### config.mk
export PLATFORM = sky130hd
export DESIGN_NAME = stream_id_demux_flat
export DESIGN_NICKNAME = d
export VERILOG_FILES = /design/src/rtl/stream_pkg.sv /design/src/rtl/stream_id_demux_if.sv /design/src/rtl/stream_skid_buf.sv /design/src/rtl/stream_id_demux.sv /design/src/flat_wrapper.sv
export SDC_FILE = /design/constraint.sdc
export NUM_CORES = 1
export LEC_CHECK = 0
export BUFFER_PORTS_ARGS = -buffer_cell sky130_fd_sc_hd__buf_4
export CORE_MARGIN = 4
export CORE_UTILIZATION = 27
export DETAILED_ROUTE_END_ITERATION = 16
export GPL_ROUTABILITY_DRIVEN = 1
export GPL_TIMING_DRIVEN = 1
export PLACE_DENSITY = 0.55
export SLEW_MARGIN = 10
export SYNTH_ARGS = -nofsm -noshare
export SYNTH_HDL_FRONTEND = slang
export SYNTH_SLANG_ARGS = --single-unit
### constraint.sdc
create_clock -name clk -period 2.9 [get_ports clk]
set_input_delay 0 -clock clk [delete_from_list [all_inputs] [get_ports clk]]
set_output_delay 0 -clock clk [all_outputs]
set_load 0.1 [all_outputs]
### src/rtl/stream_pkg.sv
// Shared types for the stream id demultiplexer: routing FSM states and output buffer depth.
// No logic; imported by the top and by the per-output buffer.
package stream_pkg;

    typedef enum logic {
        IDLE = 1'b0,
        PKT  = 1'b1
    } route_state_t;

    localparam int SKID_DEPTH = 2;

endpackage

### src/rtl/stream_id_demux_if.sv
// Input stream plus per-output streams of the id demux; slave is the demux side, master the source/sink side.
// Latency and backpressure are defined by the module attached to the slave modport.
interface stream_id_demux_if #(
    parameter int T_DATA_WIDTH = 8,
    parameter int S_DATA_COUNT = 2,
    parameter int T_ID___WIDTH = $clog2(S_DATA_COUNT)
) ();

    logic [T_DATA_WIDTH-1:0] s_data_i;
    logic [T_ID___WIDTH-1:0] s_id_i;
    logic                    s_last_i;
    logic                    s_valid_i;
    logic                    s_ready_o;

    logic [T_DATA_WIDTH-1:0] m_data_o [S_DATA_COUNT];
    logic [S_DATA_COUNT-1:0] m_last_o;
    logic [S_DATA_COUNT-1:0] m_valid_o;
    logic [S_DATA_COUNT-1:0] m_ready_i;

    logic                    err_o;

    modport slave (
        input  s_data_i, s_id_i, s_last_i, s_valid_i, m_ready_i,
        output s_ready_o, m_data_o, m_last_o, m_valid_o, err_o
    );

    modport master (
        output s_data_i, s_id_i, s_last_i, s_valid_i, m_ready_i,
        input  s_ready_o, m_data_o, m_last_o, m_valid_o, err_o
    );

endinterface

### src/rtl/stream_skid_buf.sv
// Two-entry FIFO for one demux output; 1-cycle push-to-head latency, full at 2 entries.
// o_full depends only on the stored count, never on i_rdy; push and pop in one cycle keep the count.
module stream_skid_buf
    import stream_pkg::*;
#(
    parameter int T_DATA_WIDTH = 8
) (
    input  logic                    clk,
    input  logic                    rst,
    input  logic                    i_push,
    input  logic [T_DATA_WIDTH-1:0] i_dat,
    input  logic                    i_last,
    output logic                    o_full,
    output logic                    o_vld,
    input  logic                    i_rdy,
    output logic [T_DATA_WIDTH-1:0] o_dat,
    output logic                    o_last
);

    logic [T_DATA_WIDTH-1:0] r_dat [SKID_DEPTH];
    logic [SKID_DEPTH-1:0]   r_last;
    logic                    r_wr_ptr;
    logic                    r_rd_ptr;
    logic [1:0]              r_cnt;
    logic                    w_push;
    logic                    w_pop;

    assign o_full = (r_cnt == 2'(SKID_DEPTH));
    assign o_vld  = (r_cnt != 2'd0);
    assign o_dat  = r_dat[r_rd_ptr];
    assign o_last = r_last[r_rd_ptr];
    assign w_push = i_push && !o_full;
    assign w_pop  = o_vld && i_rdy;

    // Storage is cleared too so the outputs read zero throughout reset.
    always_ff @(posedge clk or posedge rst) begin
        if (rst) begin
            r_dat[0] <= '0;
            r_dat[1] <= '0;
            r_last   <= '0;
            r_wr_ptr <= 1'b0;
            r_rd_ptr <= 1'b0;
            r_cnt    <= 2'd0;
        end else begin
            if (w_push) begin
                r_dat[r_wr_ptr]  <= i_dat;
                r_last[r_wr_ptr] <= i_last;
                r_wr_ptr         <= !r_wr_ptr;
            end
            if (w_pop) begin
                r_rd_ptr <= !r_rd_ptr;
            end
            case ({w_push, w_pop})
                2'b10:   r_cnt <= r_cnt + 2'd1;
                2'b01:   r_cnt <= r_cnt - 2'd1;
                default: r_cnt <= r_cnt;
            endcase
        end
    end

endmodule

### src/rtl/stream_id_demux.sv
// Routes whole packets to the output selected by the first beat's id; 1-cycle latency via per-output 2-entry FIFOs.
// s_ready_o follows only the selected output's fill level; packets to an out-of-range id are swallowed with an err_o pulse.
module stream_id_demux
    import stream_pkg::*;
#(
    parameter int T_DATA_WIDTH = 8,
    parameter int S_DATA_COUNT = 2,
    parameter int T_ID___WIDTH = $clog2(S_DATA_COUNT)
) (
    input  logic             clk,
    input  logic             rst,
    stream_id_demux_if.slave bus
);

    route_state_t            r_state;
    route_state_t            w_state_nxt;
    logic [T_ID___WIDTH-1:0] r_dest;
    logic [T_ID___WIDTH-1:0] w_dest_nxt;
    logic [T_ID___WIDTH-1:0] w_dest;
    logic [S_DATA_COUNT-1:0] w_sel;
    logic [S_DATA_COUNT-1:0] w_full;
    logic [S_DATA_COUNT-1:0] w_push;
    logic                    w_dest_ok;
    logic                    w_fire;

    assign w_dest = (r_state == PKT) ? r_dest : bus.s_id_i;

    always_comb begin
        w_sel = '0;
        for (int k = 0; k < S_DATA_COUNT; k++) begin
            w_sel[k] = (int'(w_dest) == k);
        end
    end

    // No output selected means the id is out of range: accept and drop.
    assign w_dest_ok     = |w_sel;
    assign bus.s_ready_o = !w_dest_ok || (|(w_sel & ~w_full));
    assign w_fire        = bus.s_valid_i && bus.s_ready_o;
    assign w_push        = w_fire ? w_sel : '0;
    assign bus.err_o     = w_fire && !w_dest_ok && (r_state == IDLE) && !rst;

    always_ff @(posedge clk or posedge rst) begin
        if (rst) begin
            r_state <= IDLE;
            r_dest  <= '0;
        end else begin
            r_state <= w_state_nxt;
            r_dest  <= w_dest_nxt;
        end
    end

    always_comb begin
        w_state_nxt = r_state;
        w_dest_nxt  = r_dest;
        if (w_fire) begin
            if ((r_state == IDLE) && !bus.s_last_i) begin
                w_state_nxt = PKT;
                w_dest_nxt  = bus.s_id_i;
            end else if ((r_state == PKT) && bus.s_last_i) begin
                w_state_nxt = IDLE;
            end
        end
    end

    for (genvar k = 0; k < S_DATA_COUNT; k++) begin : g_out
        stream_skid_buf #(
            .T_DATA_WIDTH (T_DATA_WIDTH)
        ) u_buf (
            .clk    (clk),
            .rst    (rst),
            .i_push (w_push[k]),
            .i_dat  (bus.s_data_i),
            .i_last (bus.s_last_i),
            .o_full (w_full[k]),
            .o_vld  (bus.m_valid_o[k]),
            .i_rdy  (bus.m_ready_i[k]),
            .o_dat  (bus.m_data_o[k]),
            .o_last (bus.m_last_o[k])
        );
    end

endmodule

### src/flat_wrapper.sv
// flat-port wrapper written by rule: the top's interface ports become plain ports
module stream_id_demux_flat import stream_pkg::*;
#(
    parameter int T_DATA_WIDTH = 8,
    parameter int S_DATA_COUNT = 2,
    parameter int T_ID___WIDTH = $clog2(S_DATA_COUNT)
)
  (clk, rst, bus_s_data_i, bus_s_id_i, bus_s_last_i, bus_s_valid_i, bus_m_ready_i, bus_s_ready_o, bus_m_data_o, bus_m_last_o, bus_m_valid_o, bus_err_o);
  stream_id_demux_if #(.T_DATA_WIDTH(T_DATA_WIDTH), .S_DATA_COUNT(S_DATA_COUNT), .T_ID___WIDTH(T_ID___WIDTH)) bus_i ();
  input  logic clk;
  input  logic rst;
  input wire logic [$bits(bus_i.s_data_i)-1:0] bus_s_data_i;
  input wire logic [$bits(bus_i.s_id_i)-1:0] bus_s_id_i;
  input wire logic [$bits(bus_i.s_last_i)-1:0] bus_s_last_i;
  input wire logic [$bits(bus_i.s_valid_i)-1:0] bus_s_valid_i;
  input wire logic [$bits(bus_i.m_ready_i)-1:0] bus_m_ready_i;
  output wire logic [$bits(bus_i.s_ready_o)-1:0] bus_s_ready_o;
  output wire logic [$bits(bus_i.m_data_o)-1:0] bus_m_data_o;
  output wire logic [$bits(bus_i.m_last_o)-1:0] bus_m_last_o;
  output wire logic [$bits(bus_i.m_valid_o)-1:0] bus_m_valid_o;
  output wire logic [$bits(bus_i.err_o)-1:0] bus_err_o;
  assign bus_i.s_data_i = bus_s_data_i;
  assign bus_i.s_id_i = bus_s_id_i;
  assign bus_i.s_last_i = bus_s_last_i;
  assign bus_i.s_valid_i = bus_s_valid_i;
  assign bus_i.m_ready_i = bus_m_ready_i;
  assign bus_s_ready_o = bus_i.s_ready_o;
  assign bus_m_data_o = {>>{bus_i.m_data_o}};
  assign bus_m_last_o = bus_i.m_last_o;
  assign bus_m_valid_o = bus_i.m_valid_o;
  assign bus_err_o = bus_i.err_o;
  stream_id_demux #(.T_DATA_WIDTH(T_DATA_WIDTH), .S_DATA_COUNT(S_DATA_COUNT), .T_ID___WIDTH(T_ID___WIDTH)) u_core (.clk(clk), .rst(rst), .bus(bus_i));
endmodule
=== After elaboration in Yosys (flattened, before gate mapping) ===
Index checks and enable logic that the tools add are counted.

* Bits in registers: 46
* Latch bits: 0
* RAM bits: 0
* Bits in read-only memories: 0
* Input bits: 15
* Logic and storage cells: 98
* Memories kept: 0

* Add/sub/neg operators: 4
* Multiply operators: 0
* Div/mod/pow operators: 0
* Order comparisons: 12
* Equal/unequal tests: 6
* Shift operators: 0
* Muxes and demuxes: 28
* Bitwise gates (word level): 8
* Reduce and logical (&&, ||, !) cells: 26

{| class="wikitable"
|+ Operator list
! operator !! number
|-
| $mux 8 || 8
|-
| $bwmux 16 || 2
|-
| $demux 8 s1 || 2
|-
| $logic_and 1x1->1 || 11
|-
| $reduce_bool 2->1 || 5
|-
| $mux 1 || 9
|-
| $eq 2x2->1 const B || 4
|-
| $ge 2x2->1 const B || 4
|-
| $lt 1x2->1 const B || 4
|-
| $not 1->2 || 4
|-
| $pmux 2 s2 || 2
|-
| $logic_not 1->1 || 7
|-
| $add 2x1->2 const B || 2
|-
| $bwmux 2 || 2
|-
| $eq 2x1->1 const B || 2
|-
| $lt 2x1->1 const B || 2
|-
| $reduce_and 2->1 || 2
|-
| $sub 2x1->2 const B || 2
|-
| $and 2x2->2 || 1
|-
| $demux 1 s1 || 2
|-
| $ge 1x1->1 const B || 2
|-
| $mux 2 || 1
|-
| $not 1->1 || 2
|-
| $not 2->2 || 1
|-
| $reduce_or 2->1 || 1
|}

=== Longest topological paths before layout ===
* Word-level depth: 9
* Gate-level depth with buffers: 6
* Mapped depth without buffers: 6

=== Hierarchy ===
From an unflattened synthesis, not the netlist that was laid out.

* Cell total of the unflattened synthesis: 157
* Area total of the unflattened synthesis: 2,273.4 um2

{| class="wikitable"
|+ By module, submodules not included
! module !! instances !! cells each !! area an instance (um2)
|-
| stream_skid_buf || 2 || 66 || 1,028.5
|-
| stream_id_demux || 1 || 25 || 216.5
|}

=== Least setup slack after synthesis ===
No wires, ideal clock.

* Path kind: register -> register
* Start: register u_core.r_state
* End: register u_core.r_state
* Library setup time: 125 ps
* Arrival: 1,796 ps
* Data required time: 2,775 ps
* Slack: 979 ps
* Cell stages (with the launch flop): 5
* Buffers on the path: 0
* Clock period less this slack: 1,921 ps
* Cell sequence: dfrtp_1 mux2i_2 mux2_2 nand3b_1 mux2_2

* Word-level cells in the longest chain between the ends: 6

{| class="wikitable"
|+ Ends and longest elaborated chain
! item !! RTL line !! RTL
|-
| from (decl) || stream_id_demux.sv:15 || <nowiki>route_state_t r_state;</nowiki>
|-
| from (signal assigned) || stream_id_demux.sv:47 || <nowiki>r_state <= w_state_nxt;</nowiki>
|-
| $mux 1 (*) || stream_id_demux.sv:26 || <nowiki>assign w_dest = (r_state == PKT) ? r_dest : bus.s_id_i;</nowiki>
|-
| $not 1->1 || stream_id_demux.sv:31 || <nowiki>w_sel[k] = (int'(w_dest) == k);</nowiki>
|-
| $and 2x2->2 (*) || stream_id_demux.sv:37 || <nowiki>assign bus.s_ready_o = !w_dest_ok || (|(w_sel & ~w_full));</nowiki>
|-
| $reduce_or 2->1 (*) || stream_id_demux.sv:37 ||
|-
| named net bus_s_ready_o || flat_wrapper.sv:17 || <nowiki>output wire logic [$bits(bus_i.s_ready_o)-1:0] bus_s_ready_o;</nowiki>
|-
| $logic_and 1x1->1 (*) || stream_id_demux.sv:38 || <nowiki>assign w_fire = bus.s_valid_i && bus.s_ready_o;</nowiki>
|-
| $reduce_and 2->1 (no source line) (*) || -- ||
|}

Mark *: on every way through the listed nets, which the timed path passes. The rest lies on a longest branch.
A chain may end at the register's enable or synchronous reset.

=== Worst setup path in the final report ===
* Start: register u_core.r_state
* End: register u_core.g_out[0].u_buf.r_last[0]

* Word-level cells in the longest chain between the ends: 7

{| class="wikitable"
|+ Ends and longest elaborated chain
! item !! RTL line !! RTL
|-
| $mux 1 (*) || stream_id_demux.sv:26 ||
|-
| $not 1->1 || stream_id_demux.sv:31 ||
|-
| $and 2x2->2 || stream_id_demux.sv:37 ||
|-
| $reduce_or 2->1 || stream_id_demux.sv:37 ||
|-
| $logic_and 1x1->1 || stream_id_demux.sv:38 ||
|-
| $mux 2 (*) || stream_id_demux.sv:39 || <nowiki>assign w_push = w_fire ? w_sel : '0;</nowiki>
|-
| $logic_and 1x1->1 (*) || stream_skid_buf.sv:32 || <nowiki>assign w_push = i_push && !o_full;</nowiki>
|-
| to (signal, indexed assignment) || stream_skid_buf.sv:47 || <nowiki>r_last[r_wr_ptr] <= i_last;</nowiki>
|-
| to (decl) || stream_skid_buf.sv:21 || <nowiki>logic [SKID_DEPTH-1:0] r_last;</nowiki>
|}

Every way passes the cells marked *; elsewhere a longest branch is shown, timed or not.

==> flow_results.org <==
** Outcome
- The flow ran to the end, and the final reports show no timing, DRC or antenna violations.

** Finish
- 0 antenna diodes ended up in the layout.
- The library cell used most frequently in the layout, excluding fill and tap cells, is sky130_fd_sc_hd__dfrtp_1.
- Fill cells in the final layout number 786.
- The post-route netlist has 53.0% of its cells at a drive strength greater than 1.
- The net count of the finished layout is 216.
- In the layout the commonest cells are sky130_fd_sc_hd__dfrtp_1 (46), sky130_fd_sc_hd__mux2_2 (45), sky130_fd_sc_hd__buf_4 (35).
- Registers take 1150 µm².
- Area of combinational cells with multiple inputs :: 961 µm²
- The area growth from synthesis to layout is 23.3%.

** GRT
- Vias in the first global route :: 1413
- The first global-routing pass estimated 7410 µm of wire.
- In the global route stage, overall resource usage came out at 9.61%.
- GRT overflow :: 0
- Entering global routing, the biggest net connects 47 pins.
- For this run, global-route usage on met2 was measured as 14.6%.
- M1 GR Usage :: 13.4%
- Layer carrying the most global-route usage :: met2
- Global routing used 2.79% of the available met3 tracks.
- The number of antenna violations at the first check in global routing is 0.

** Yosys
- Most common flop cell mapped by yosys :: sky130_fd_sc_hd__dfrtp_1
- Yosys mapped a number of flops with a built-in enable equal to 0.
- Count of yosys warnings during synthesis :: 0
- Yosys reg bits :: 46
- Synthesis produced a netlist whose cell count is 155.
- Seq/Total Area, Yosys :: 52.7%
- Synthesis produced a netlist with a net count of 173.
- The number of different library cells used by synthesis comes to 29.
- Fraction of registers with async set/reset :: 100%
- Post-synthesis instance area :: 2180 µm²
- Mean cell area of the mapped netlist :: 14.1 µm²

** Worst setup path
- Worst R2R Path Depth :: 4
- Register-to-Register Setup Slack :: 1.00 ns
- Crit path arrival time :: 2.08 ns
- Number of cells on the critical path :: 4
- Startpoint class of the critical path :: register
- The worst register-to-register path begins at u_core.r_state.
- Element type at the critical path end :: register
- Worst Setup Path Type :: register to register
- Broken down by cell family, the worst path's largest delay share belongs to multiplexers.
- In this run the critical register-to-register path is captured at u_core.g_out[0].u_buf.r_last[0].
- Data on the critical path is required at its endpoint by 3.08 ns.
- Among all stages on the critical path, the largest delay is contributed by sky130_fd_sc_hd__or2_1.
- For this run, the slowest stage of the critical path takes 0.47 ns.
- Counting both buffers and inverters, the worst setup path holds a total of 0.
- Worst-path maximum fanout :: 10
- Cell-by-cell trace of the critical path :: mux2i_2 -> nand3_2 -> or2_1 -> mux2_4

** Place
- The congestion estimate from routability-driven global placement came to 0.658.
- Input and output buffers added on the ports amount to 35.
- DPL Wire Length :: 2940 µm

** Floorplanning
- After floorplanning, the core was sized to cover 7810 µm².
- From left edge to right edge, the die measures 98.0 µm.
- Starting utilization of the core area :: 28.0%
- The die is 98.0 µm tall.
- Number of placed I/O pins :: 37
- Die area :: 9590 µm²
- In this run the core area contains 32 standard-cell rows.

** Clock tree
- Cts-stage hold buffer count :: 10
- Clock Path Buffers :: 2
- Buffers inserted during post-CTS setup optimization :: 0
- Resize count post-CTS :: 0
- H-tree levels :: 2
- CTS sink cnt :: 46
- The root buffer cell chosen for the clock tree is sky130_fd_sc_hd__clkbuf_8.
- Clock latency on the worst-skew pair :: 0.29 ns
- CTS tree :: done
- In this run, CTS created clock tree buffers numbering 5.
- Clock-pin slew was measured on the worst setup and hold paths at 0.09 ns.

** STA
- Tightest Pin Transition :: 0.946 ns
- After layout, the worst path uses 65.5% of the clock period.
- The number of max-slew violations in the final report is 0.
- Setup-failing EPs final :: 0
- The total count of hold-check failures in the final report came to 0.
- Setup repair after global routing left no endpoint under its margin.
- For the final database, setup skew stands at 0.00768 ns.
- The routed design could run at a clock period as short as 1.90 ns.
- Final worst hold slack :: 0.0281 ns
- Highest Clock Rate :: 0.526 GHz
- Relative slew margins :: 36.9%
- Accumulated negative setup slack :: 0 ns

** Drt
- Post-route DRC violation count :: 0
- After detailed routing, the average wire length per cell comes to 14.4 µm.
- First-pass DRT Iterations :: 4
- Routed vias :: 1308
- Number of nets with antenna violations after routing :: 0
- WL final :: 4310 µm
- The detailed router finished its first iteration with 36 violations.
- Vias per inst :: 4.36

** Hold path
- Hold-critical path depth :: 3
- The min-delay analysis places its worst path in the category input pin to register.
- Startpoint of the most critical hold path :: bus_m_ready_i[1]
- The worst hold path terminates at u_core.g_out[1].u_buf.r_rd_ptr.

** Run
- Max-cap violations in this run came to 0.
==> per-layer routing <==
metal | share of wire (%) | wire [µm]
met5 | 0 | 0
met4 | 0.84 | 36
met3 | 4.9 | 210
met2 | 46 | 1980
met1 | 48 | 2080
==> Yosys cell counts, types with 2 or more instances <==
cell type,count,area [µm²]
sky130_fd_sc_hd__dfrtp_1,46,1150
sky130_fd_sc_hd__mux2_2,45,507
sky130_fd_sc_hd__mux2_4,9,135
sky130_fd_sc_hd__buf_4,5,37.5
sky130_fd_sc_hd__nand2_1,5,18.8
sky130_fd_sc_hd__nor2_1,5,18.8
sky130_fd_sc_hd__xnor2_1,5,43.8
sky130_fd_sc_hd__xor2_1,4,35.0
sky130_fd_sc_hd__ha_1,3,37.5
sky130_fd_sc_hd__inv_1,3,11.3
sky130_fd_sc_hd__and2_1,2,12.5
sky130_fd_sc_hd__clkbuf_1,2,7.51
sky130_fd_sc_hd__nand2b_1,2,12.5
sky130_fd_sc_hd__nand3b_1,2,15.0
sky130_fd_sc_hd__o21ai_0,2,10.0
sky130_fd_sc_hd__or2_2,2,12.5
==> state kept, by name, indices dropped and copies added, names as in the netlist <==
name / flops
u_core.g_out.u_buf.r_dat: 32
u_core.g_out.u_buf.r_cnt: 4
u_core.g_out.u_buf.r_last: 4
u_core.g_out.u_buf.r_rd_ptr: 2
u_core.g_out.u_buf.r_wr_ptr: 2
u_core.r_dest: 1
u_core.r_state: 1
==> worst max-delay path by stage <==
stage | from | endpoint
after floorplan | u_core.r_state | u_core.r_state
after global routing | u_core.r_state | u_core.g_out[0].u_buf.r_last[0]
after global placement | u_core.r_state | u_core.g_out[0].u_buf.r_dat[11]
final | u_core.r_state | u_core.g_out[0].u_buf.r_last[0]
after CTS | u_core.r_state | u_core.g_out[0].u_buf.r_dat[13]
after detailed placement | u_core.r_state | u_core.g_out[0].u_buf.r_dat[12]
==> per-stage QoR <==
stage	std cells	instance area [µm²]	worst slack [ns]	utilization [%]
6_report	300	2690	1.00	34.5
5_1_grt	300	2690	0.871	34.5
4_1_cts	300	2690	0.997	34.5
3_5_place_dp	283	2510	1.02	32.2
3_3_place_gp	283	2510	1.08	32.2
2_1_floorplan	155	2180	0.979	-
==> cell type report <==
cell class / count / share of cell area, %
Sequential cell: 46 / 42.8
Multi-Input combinational cell: 97 / 35.7
Timing Repair Buffer: 45 / 13.5
Tap cell: 102 / 4.74
Clock buffer: 5 / 2.56
Inverter: 3 / 0.418
Clock inverter: 2 / 0.372
==> worst min-delay path, stage by stage <==
cell                     delay (ns)
sky130_fd_sc_hd__buf_4         0.07
sky130_fd_sc_hd__and2_1        0.15
sky130_fd_sc_hd__xor2_1        0.07
==> logic make-up (layout without fill, tap and decap cells) <==
group / Yosys count / after routing / synth area share [%]
buffers and inverters: 12 / 55 / 3.32
AO/OA/AOI/OAI: 6 / 6 / 1.83
AND/OR/NAND/NOR: 23 / 23 / 6.64
XOR/XNOR: 9 / 9 / 3.61
other: 1 / 1 / 0.172
flip-flops: 46 / 46 / 52.7
adder cells (fa/ha/maj): 3 / 3 / 1.72
multiplexers: 55 / 55 / 30.0
Power is left out: the tool's default activity adds up to more than one toggle a clock period on the data nets, which glitch-free logic cannot reach.
